**src/rtl/muldiv_unit.sv**
```systemverilog
// rtl/muldiv_unit.sv - iterative RV32M multiply/divide execute unit
//
// Radix-2 shift-add multiplier and restoring divider that share one
// 2*data_width accumulator. Sequence: IDLE -> CALC (data_width edges) -> FIX -> DONE.
// Ports:
//   clk, rst      clock, asynchronous active-high reset
//   flush         synchronous abort of an in-flight op
//   in_valid      request, accepted when in_ready (IDLE) and no flush
//   in_ready      high only in IDLE
//   funct3        RV32M operation select
//   rs1v, rs2v    operand A (dividend / multiplicand), operand B (divisor / multiplier)
//   rd_in         destination register index
//   rdv, rd       write-back data and index, held until the next FIX
//   WEn           one-cycle write enable (result valid)
module muldiv_unit #(
   parameter int data_width = 32,
   parameter int idx_width  = 5,
   parameter int cnt_width  = $clog2(data_width) + 1
) (
   input  logic                  clk,
   input  logic                  rst,
   input  logic                  flush,
   input  logic                  in_valid,
   output logic                  in_ready,
   input  logic [2:0]            funct3,
   input  logic [data_width-1:0] rs1v,
   input  logic [data_width-1:0] rs2v,
   input  logic [idx_width-1:0]  rd_in,
   output logic [data_width-1:0] rdv,
   output logic [idx_width-1:0]  rd,
   output logic                  WEn
);

   localparam logic [2:0] F_MUL    = 3'b000;
   localparam logic [2:0] F_MULH   = 3'b001;
   localparam logic [2:0] F_MULHSU = 3'b010;
   localparam logic [2:0] F_DIV    = 3'b100;
   localparam logic [2:0] F_REM    = 3'b110;

   localparam logic [data_width-1:0] all_ones = {data_width{1'b1}};
   localparam logic [data_width-1:0] int_min  = {1'b1, {(data_width-1){1'b0}}};

   typedef enum logic [1:0] {IDLE, CALC, FIX, DONE} state_t;

   state_t                  state, state_nxt;
   logic [cnt_width-1:0]    count;
   logic [2:0]              op;
   logic [idx_width-1:0]    rd_q;
   logic                    sign_a, sign_b;
   logic                    div_zero, div_ovf;
   logic [data_width-1:0]   a_raw;
   // Multiply: multiplicand magnitude. Divide: divisor magnitude.
   logic [data_width-1:0]   opnd;
   // Multiply: {partial product, multiplier}. Divide: {remainder, dividend/quotient}.
   logic [2*data_width-1:0] acc;

   logic                    accept;
   logic                    a_signed, b_signed, neg_a, neg_b;
   logic [data_width-1:0]   a_mag, b_mag;
   logic [data_width:0]     mul_sum;
   logic [data_width:0]     div_sh, div_diff;
   logic                    div_ge;
   logic [2*data_width-1:0] prod;
   logic [data_width-1:0]   quot, remd, result;

   assign accept   = (state == IDLE) && in_valid && !flush;
   assign in_ready = (state == IDLE);
   // A flush during DONE kills the write in that same cycle.
   assign WEn      = (state == DONE) && !flush;

   // Operand preparation at accept: magnitudes plus sign flags.
   always_comb begin
      a_signed = (funct3 == F_MUL) || (funct3 == F_MULH) || (funct3 == F_MULHSU) ||
                 (funct3 == F_DIV) || (funct3 == F_REM);
      b_signed = (funct3 == F_MUL) || (funct3 == F_MULH) ||
                 (funct3 == F_DIV) || (funct3 == F_REM);
      neg_a    = a_signed && rs1v[data_width-1];
      neg_b    = b_signed && rs2v[data_width-1];
      a_mag    = neg_a ? -rs1v : rs1v;
      b_mag    = neg_b ? -rs2v : rs2v;
   end

   // One iteration of each algorithm.
   always_comb begin
      mul_sum  = {1'b0, acc[2*data_width-1:data_width]} +
                 (acc[0] ? {1'b0, opnd} : {(data_width+1){1'b0}});
      div_sh   = {acc[2*data_width-1:data_width], acc[data_width-1]};
      div_diff = div_sh - {1'b0, opnd};
      div_ge   = !div_diff[data_width];
   end

   // Sign correction and special cases, consumed in FIX.
   always_comb begin
      prod = (sign_a ^ sign_b) ? -acc : acc;
      quot = (sign_a ^ sign_b) ? -acc[data_width-1:0] : acc[data_width-1:0];
      remd = sign_a ? -acc[2*data_width-1:data_width] : acc[2*data_width-1:data_width];
      if (!op[2]) begin
         result = (op == F_MUL) ? prod[data_width-1:0] : prod[2*data_width-1:data_width];
      end else if (!op[1]) begin
         if (div_zero)
            result = all_ones;
         else if (div_ovf && !op[0])
            result = int_min;
         else
            result = quot;
      end else begin
         if (div_zero)
            result = a_raw;
         else if (div_ovf && !op[0])
            result = '0;
         else
            result = remd;
      end
   end

   always_comb begin
      state_nxt = state;
      case (state)
         IDLE: if (accept) state_nxt = CALC;
         CALC: if (flush) state_nxt = IDLE;
               else if (count == cnt_width'(data_width - 1)) state_nxt = FIX;
         FIX:  state_nxt = flush ? IDLE : DONE;
         DONE: state_nxt = IDLE;
         default: state_nxt = IDLE;
      endcase
   end

   always_ff @(posedge clk or posedge rst) begin
      if (rst)
         state <= IDLE;
      else
         state <= state_nxt;
   end

   always_ff @(posedge clk or posedge rst) begin
      if (rst) begin
         count    <= '0;
         op       <= '0;
         rd_q     <= '0;
         sign_a   <= 1'b0;
         sign_b   <= 1'b0;
         div_zero <= 1'b0;
         div_ovf  <= 1'b0;
         a_raw    <= '0;
         opnd     <= '0;
         acc      <= '0;
         rdv      <= '0;
         rd       <= '0;
      end else begin
         if (accept) begin
            count    <= '0;
            op       <= funct3;
            rd_q     <= rd_in;
            sign_a   <= neg_a;
            sign_b   <= neg_b;
            div_zero <= (rs2v == '0);
            div_ovf  <= (rs1v == int_min) && (rs2v == all_ones);
            a_raw    <= rs1v;
            opnd     <= funct3[2] ? b_mag : a_mag;
            acc      <= {{data_width{1'b0}}, funct3[2] ? a_mag : b_mag};
         end else if (state == CALC) begin
            count <= count + 1'b1;
            if (op[2])
               acc <= {(div_ge ? div_diff[data_width-1:0] : div_sh[data_width-1:0]),
                       acc[data_width-2:0], div_ge};
            else
               acc <= {mul_sum, acc[data_width-1:1]};
         end
         if (state == FIX && !flush) begin
            rdv <= result;
            rd  <= rd_q;
         end
      end
   end

endmodule

```
**config.mk**
```make
export PLATFORM = sky130hd
export DESIGN_NAME = muldiv_unit
export DESIGN_NICKNAME = d
export VERILOG_FILES = /design/src/rtl/muldiv_unit.sv
export SDC_FILE = /design/constraint.sdc
export NUM_CORES = 1
export LEC_CHECK = 0
export ABC_AREA = 1
export CAP_MARGIN = 25
export CORE_ASPECT_RATIO = 0.75
export CORE_MARGIN = 2
export CORE_UTILIZATION = 45
export DETAILED_ROUTE_END_ITERATION = 10
export SLEW_MARGIN = 15
export SYNTH_ARGS = -nofsm -noshare
export SYNTH_HDL_FRONTEND = slang
export SYNTH_SLANG_ARGS = --single-unit
export TNS_END_PERCENT = 1
```
**constraint.sdc**
```tcl
create_clock -name clk -period 12.91 [get_ports clk]
set_input_delay 1.9365 -clock clk [delete_from_list [all_inputs] [get_ports clk]]
set_output_delay 1.9365 -clock clk [all_outputs]
set_load 0.1 [all_outputs]
```
======== Word level (Yosys, flattened, before mapping) ========
Cells that the tools add are included.
operators by class
  $add $sub $neg .......................... 8
  eq/ne operators ......................... 12
  multiplexer cells ....................... 26
  bitwise gates (word level) .............. 1
  reduce and logical (&&, ||, !) cells .... 23
operators by type and width
  operator                                             number
  2-to-1 mux 32 bit                                    15
  2-to-1 mux 64 bit                                    4
  negation 32 bit                                      4
  equality test 32 bit, second input constant          2
  negation 64 bit                                      1
  adder 32 x 32 -> 33 bit                              1
  subtractor 33 x 32 -> 33 bit                         1
  zero test 32 bit                                     1
  2-to-1 mux 6 bit                                     2
  logical AND 1 bit                                    8
  2-to-1 mux 2 bit                                     4
  case mux 2 bit (4 select lines)                      1
  adder 6 x 1 -> 6 bit, second input constant          1
  equality test 3 bit, second input constant           2
  equality test 6 x 5 -> 1 bit, second input constant  1
  zero test 3 bit                                      2
  logical OR 1 bit                                     6
  equality test 2 bit, second input constant           2
  equality test 3 x 1 -> 1 bit, second input constant  1
  equality test 3 x 2 -> 1 bit, second input constant  1
  zero test 1 bit                                      3
  != test 3 bit, second input constant                 1
  equality test 2 x 1 -> 1 bit, second input constant  1
  zero test 2 bit                                      1
  4 further kinds                                      4
storage, ports and cells
  register bits ........................... 185
  output and inout port bits .............. 39

======== Logic depth before layout (Yosys ltp) ========
Gate-level depths: netlist of the first run.
  word-level depth ........................ 9
  depth in mapped cells ................... 20
  gate-level depth less buffers ........... 18

======== Least setup slack after synthesis of the first run ========
OpenSTA, ideal clock, no wires.
  kind .................................... input-to-output
  start point ............................. input port flush
  end point ............................... output port WEn
  arrival time ............................ 4035 ps
  path slack .............................. 6939 ps
  stages .................................. 1
  path buffers ............................ 0
  cell sequence ........................... nor3_1
between the ends
  cells in the longest elaborated chain, start to end .. 2
ends and longest elaborated chain
  item               RTL line  source
  start, declared    22        input logic flush,
  zero test 1 bit    69        assign WEn = (state == DONE) && !flush;
  logical AND 1 bit  69
  end, declared      31        output logic WEn
Every way passes these cells.

======== Worst setup path in the final report of the first run ========
Ends and elaborated chain as after synthesis.

==> qor.yml, run 1 <==
ant_nets: 0
die_h_microns: 185.8
startpoint_type: "input pin"
clock-root-buffer: "clkbuf_16"
critical_path.endpoint_type: "output port"
grt_max_degree: 117
fin_hold_ws_ns: 0.4777
area_growth_pct: 10.54
dieArea_sq_um: 45780
gp_congestion: 1.041
regToRegSetupSlack_ns: 9.32
cts_buffer_depth: 2
core_sq_um: 43440
worst_slew_pin_slew_ns: 1.027
numPortBuffers: 114
grt_antenna_before_repair: 2
placed_area_sq_um: 21290
synth_cell_types: 56
period_share: 0.4452
grt_pass1_vias: 20610
syn_inst: 3402
synth_area_leader_cell: "dfrtp_1"
dp_worst_setup_slack_ns: 7.149
p_leak_nw: 11.42
final-hold-violation-count: 0
yosysWarnings: 0
cts_max_level: 4
worstSkewPairLatency_ns: 0.47
crit_type: "in2out"
yosysMostFrequentCell: "nand2_1"
outcome: "complete, no violations"
cts_resized: 0
fin_area_sq_um: 21920
wl_met3_microns: 13830
p_per_area_nw_per_um2: 326.4
rows: 66
rsz0062_at_grt: "no"
clkTransAtPathRegs_ns: 0.07
wirelength_microns: 90120
ys_seq_area_frac: 0.2335
die_w_microns: 246.4
maxUsedRoutingLayer: "met5"
maxCapViolCount: 0
drt_iter0_drc: 3421
setup_slack_ns: 7.162
relSlewSlack: 0.3112
cts_setup_buffers: 0
synth_commonest_cells: "1,202 x nand2_1, 454 x inv_1, 355 x nor2_1, 289 x nand3_1, 185 x dfrtp_1"
setup_tns_ns: 0
clock.fmax_mhz: 174.0
min_path_type: "reg2reg"
fin_util: 0.5046
cp.arrival_ns: 3.81
cts.sinks: 185
grtUsageTotal: 0.3881
firstDrtPassIters: 9
critPathMaxFanout: 4
yosys-top-cells-area: "dfrtp_1 23%, nand2_1 23%, inv_1 8.6%"
numCtsBuffers: 17
fin_worst_skew_ns: 0.01893
wl_met1_microns: 41100
ios: 115
synth_top_area_frac: 0.2335
nFillCells: 4632
drive_gt1_frac: 0.04783
syn_avg_cell_area_sq_um: 5.829
ir_drop_mv: 0.2134
grt_pass1_wl_microns: 130700
nets: 3585
post-route-drc-count: 0
antenna_cells: 0
synth_edf_count: 0
initial_utilization: 0.4565
cts_tree: "yes"
hold_buffers: 0
grt.overflow.total: 0
wl_met2_microns: 33300
synth_area_sq_um: 19830
synth_fp_nets: 3550
async_flop_share: 1.000
cp.required_ns: 10.97
ys_ff_latch: 185
vias: 23420
period_needed_ns: 5.748
final_max_slew_viol_count: 0
finalSetupViolations: 0
synth-main-ff-cell: "dfrtp_1"
avgRoutedWirePerCell_microns: 22.37
dp_hpwl_microns: 72330
viasPerCell: 5.815
-- cells by family (layout without fill, tap and decap cells) --
| logic type | Yosys count | count (layout) | synth area share |
|---|---|---|---|
| DFF | 185 | 185 | 0.2335 |
| AOI/OAI and AO/OA | 447 | 447 | 0.1282 |
| xor gates and xnor gates | 89 | 89 | 0.03931 |
| and+or+nand+nor | 2026 | 2026 | 0.4365 |
| buffers and inverters | 583 | 631 | 0.1164 |
| adders and majority gates | 72 | 72 | 0.04619 |
-- routing by layer --
metal | vias up | global-route usage
met5 | - | 0
met4 | 4 | 0.08506
met3 | 142 | 0.1432
met2 | 1541 | 0.4980
met1 | 10880 | 0.5973
li1 | 10860 | -
-- metrics by stage --
stage | total power [mW] | cells
2_1_floorplan | 4.696 | 3402
3_3_place_gp | 6.291 | 3994
3_5_place_dp | 6.333 | 3994
4_1_cts | 6.902 | 4026
5_1_grt | 7.591 | 4028
6_report | 7.155 | 4028
-- sequential cells by signal, summed over array words and instances, names as in the netlist --
register  flops
sign_a        1
sign_b        1
a_raw        32
rd_q          5
count         6
div_ovf       1
op            3
rdv          32
div_zero      1
opnd         32
state         2
rd            5
acc          64
-- layout make-up --
cell class                      count  area, sq um  share of cell area
Clock buffer                       19        442.9             0.02021
Sequential cell                   185         4633              0.2114
Tap cell                          578        723.2             0.03299
Clock inverter                     13        148.9            0.006793
Timing Repair Buffer              132         1301             0.05937
Multi-Input combinational cell   2634        12910              0.5888
Inverter                          467         1763             0.08043
-- worst paths after layout --
| path | startpoint | to | cells past startpoint |
|---|---|---|---|
| worst max-delay path | flush | WEn | 3 |
| worst min-delay path | rd[2] | rd[2] | 2 |
| worst max register to register | div_zero | rdv[23] | 9 |
| worst min register to register | rd[2] | rd[2] | 2 |
| max in group asynchronous | rst | op[2] | 3 |
| min in group asynchronous | rst | div_ovf | 2 |
-- critical path: stages --
cell and delay, ns:
clkdlybuf4s50_1 0.50, nor3_1 0.21, clkdlybuf4s50_1 1.15
-- power breakdown --
group | switching, mW | internal [mW] | total (mW)
Sequential | 0.504 | 0.844 | 1.35
Combinational | 3.78 | 1.47 | 5.25
Clock | 0.272 | 0.281 | 0.553
-- placed cells by master, fill, tap and decap left out, types with 3 or more instances in the layout --
cell type | netlist | final
clkinv_4 | 0 | 3
a22oi_1 | 15 | 15
o2111ai_1 | 3 | 3
inv_2 | 7 | 7
clkbuf_16 | 0 | 17
o211ai_1 | 33 | 33
nor2_1 | 355 | 354
nand2_2 | 25 | 26
nand3_1 | 289 | 289
nand3_4 | 4 | 4
o221ai_1 | 12 | 12
o21ai_1 | 10 | 10
o21ai_0 | 175 | 175
nor4_1 | 4 | 4
clkdlybuf4s50_1 | 0 | 114
a21oi_1 | 152 | 152
o21ai_2 | 3 | 3
buf_4 | 3 | 16
a21oi_2 | 4 | 4
nand2_4 | 8 | 8
nand3_2 | 24 | 24
nor2_4 | 6 | 7
xnor2_1 | 8 | 8
o22ai_1 | 7 | 7
nand3b_1 | 18 | 18
a31oi_1 | 6 | 6
inv_1 | 454 | 452
nand2_1 | 1202 | 1201
inv_8 | 0 | 7
clkinv_1 | 5 | 5
or2_2 | 11 | 11
ha_1 | 70 | 70
nor3_1 | 27 | 26
nor2_2 | 13 | 13
dfrtp_1 | 185 | 184
xor2_1 | 81 | 81
o21bai_1 | 11 | 11
nand4_1 | 36 | 36
Power figures use the tool's default switching activity.
==> run 2: changes to the inputs <==
==> constraint.sdc (replaced) <==
create_clock -name clk -period 5.7 [get_ports clk]
set_input_delay 0.855 -clock clk [delete_from_list [all_inputs] [get_ports clk]]
set_output_delay 0.855 -clock clk [all_outputs]
set_load 0.1 [all_outputs]
==> run 2 against run 1 <==
- via count increased by 0.25%
- core utilization increased by 0.31 points
- largest cell class unchanged
- critical path depth increased by 6
- critical path type is now in2reg
- die area unchanged
- non-clock buffer count rose by 8
- total power up 130%
- largest power group unchanged
==> qor.yml, run 2 (synthesized netlist as in run 1, its figures left out) <==
antenna_cells: 0
rsz0062_at_grt: "no"
post-route-drc-count: 0
grtUsageTotal: 0.3951
cts_resized: 0
numCtsBuffers: 17
use_met3: 0.1485
firstDrtPassIters: 6
rows: 66
period_needed_ns: 3.678
outcome: "complete, no violations"
viasPerCell: 5.817
ant_nets: 0
worstReg2RegStart: "div_zero"
drive_gt1_frac: 0.05032
grt_max_degree: 151
maxCapViolCount: 0
gp_congestion: 1.037
cts.sinks: 185
grt_antenna_before_repair: 2
finalSetupViolations: 0
clock-root-buffer: "clkbuf_16"
clock.fmax_mhz: 271.9
cts_buffer_depth: 2
final_max_slew_viol_count: 0
grt_pass1_wl_microns: 132900
ir_drop_mv: 0.4489
cp.required_ns: 6.03
startpoint: "funct3[2]"
final-hold-violation-count: 0
cts_max_level: 4
core_sq_um: 43440
period_share: 0.6453
endpoint: "acc[7]"
grt-busiest-layer: "met1"
grt.overflow.total: 0
wirelength_microns: 91360
p_per_area_nw_per_um2: 741.7
startpoint_type: "input pin"
die_h_microns: 185.8
worst_slew_pin_slew_ns: 1.018
vias: 23480
cts_tree: "yes"
avgRoutedWirePerCell_microns: 22.64
min_path_type: "reg2reg"
critPathMaxFanout: 24
numPortBuffers: 114
final_cell_mix: "1,201 x nand2_1, 452 x inv_1, 354 x nor2_1"
critical_path.endpoint_type: "register"
layout_commonest_cell: "nand2_1"
cp.arrival_ns: 4.01
regMostFlops: "acc"
ff2ff_path_depth: 9
grt_util_met2: 0.5039
regToRegSetupSlack_ns: 2.12
fin_util: 0.5077
clkTransAtPathRegs_ns: 0.08
dp_hpwl_microns: 73220
die_w_microns: 246.4
crit_type: "in2reg"
largest_reg_flops: 64
drt_iter0_drc: 3343
worstSkewPairLatency_ns: 0.47
grt_pass1_vias: 20730
ios: 115
setup_tns_ns: 0
r2r-end: "rdv[1]"
p_leak_nw: 11.48
fin_worst_skew_ns: 0.01085
initial_utilization: 0.4565
area_growth_pct: 11.21
hold_depth: 2
nets: 3593
relSlewSlack: 0.3168
dieArea_sq_um: 45780
cts_setup_buffers: 0
grt_use_met1: 0.6041
hold_buffers: 0
==> run 2: cell count changes in the layout (fill, tap and decap cells not counted), moves of 2 or more <==
cell,delta
clkinvlp_4,+2
inv_8,-4
buf_4,+5
clkinv_8,+2
buf_12,+2
==> run 2: worst max-delay path: stages <==
cell and delay, ns:
clkdlybuf4s50_1 0.49, inv_1 0.08, o21ai_0 0.62, nand2_1 0.46, inv_1 0.73, o21ai_0 0.24, xor2_1 0.22, a22oi_1 0.16
o221ai_1 0.14
==> run 2: worst min-delay path by stage <==
stage | startpoint | end
2_1_floorplan | count[5] | count[5]
3_3_place_gp | count[5] | count[5]
3_5_place_dp | count[5] | count[5]
4_1_cts | rd_q[2] | rd_q[2]
5_1_grt | rd_q[2] | rd_q[2]
6_report | rdv[15] | rdv[15]
==> run 2: through the flow <==
stage          std cells  setup WS (ns)  total power [mW]  hold slack, ns  cell area, sq um
6_report            4036          2.022             16.36          0.4810             22050
4_1_cts             4033          2.110             15.78          0.4786             21990
3_3_place_gp        4000          1.772             14.30          0.4539             21340
5_1_grt             4036          1.786             17.37          0.4901             22050
2_1_floorplan       3402          1.892             10.64          0.4345             19830
3_5_place_dp        4001          1.657             14.43          0.4580             21370
==> run 2: where the power goes <==
| group | switching [mW] | internal [mW] | total (mW) |
|---|---|---|---|
| combinational | 8.55 | 3.36 | 11.9 |
| clock | 0.646 | 0.680 | 1.33 |
| sequential | 1.21 | 1.91 | 3.13 |
==> run 2: area by class of cell <==
class,instances,area (sq um)
clock inverter,14,185.2
multi-input combinational,2634,12910
timing repair buffer,140,1406
tap,578,723.2
inverter,467,1759
sequential,185,4633
clock buffer,18,439.2
fill,4697,21380
==> run 2: per-layer routing <==
| metal | wire length [microns] | share of wire |
|---|---|---|
| met1 | 41640 | 0.46 |
| met3 | 13320 | 0.15 |
| met4 | 2499 | 0.027 |
| met2 | 33890 | 0.37 |
| met5 | 13 | 0.00014 |
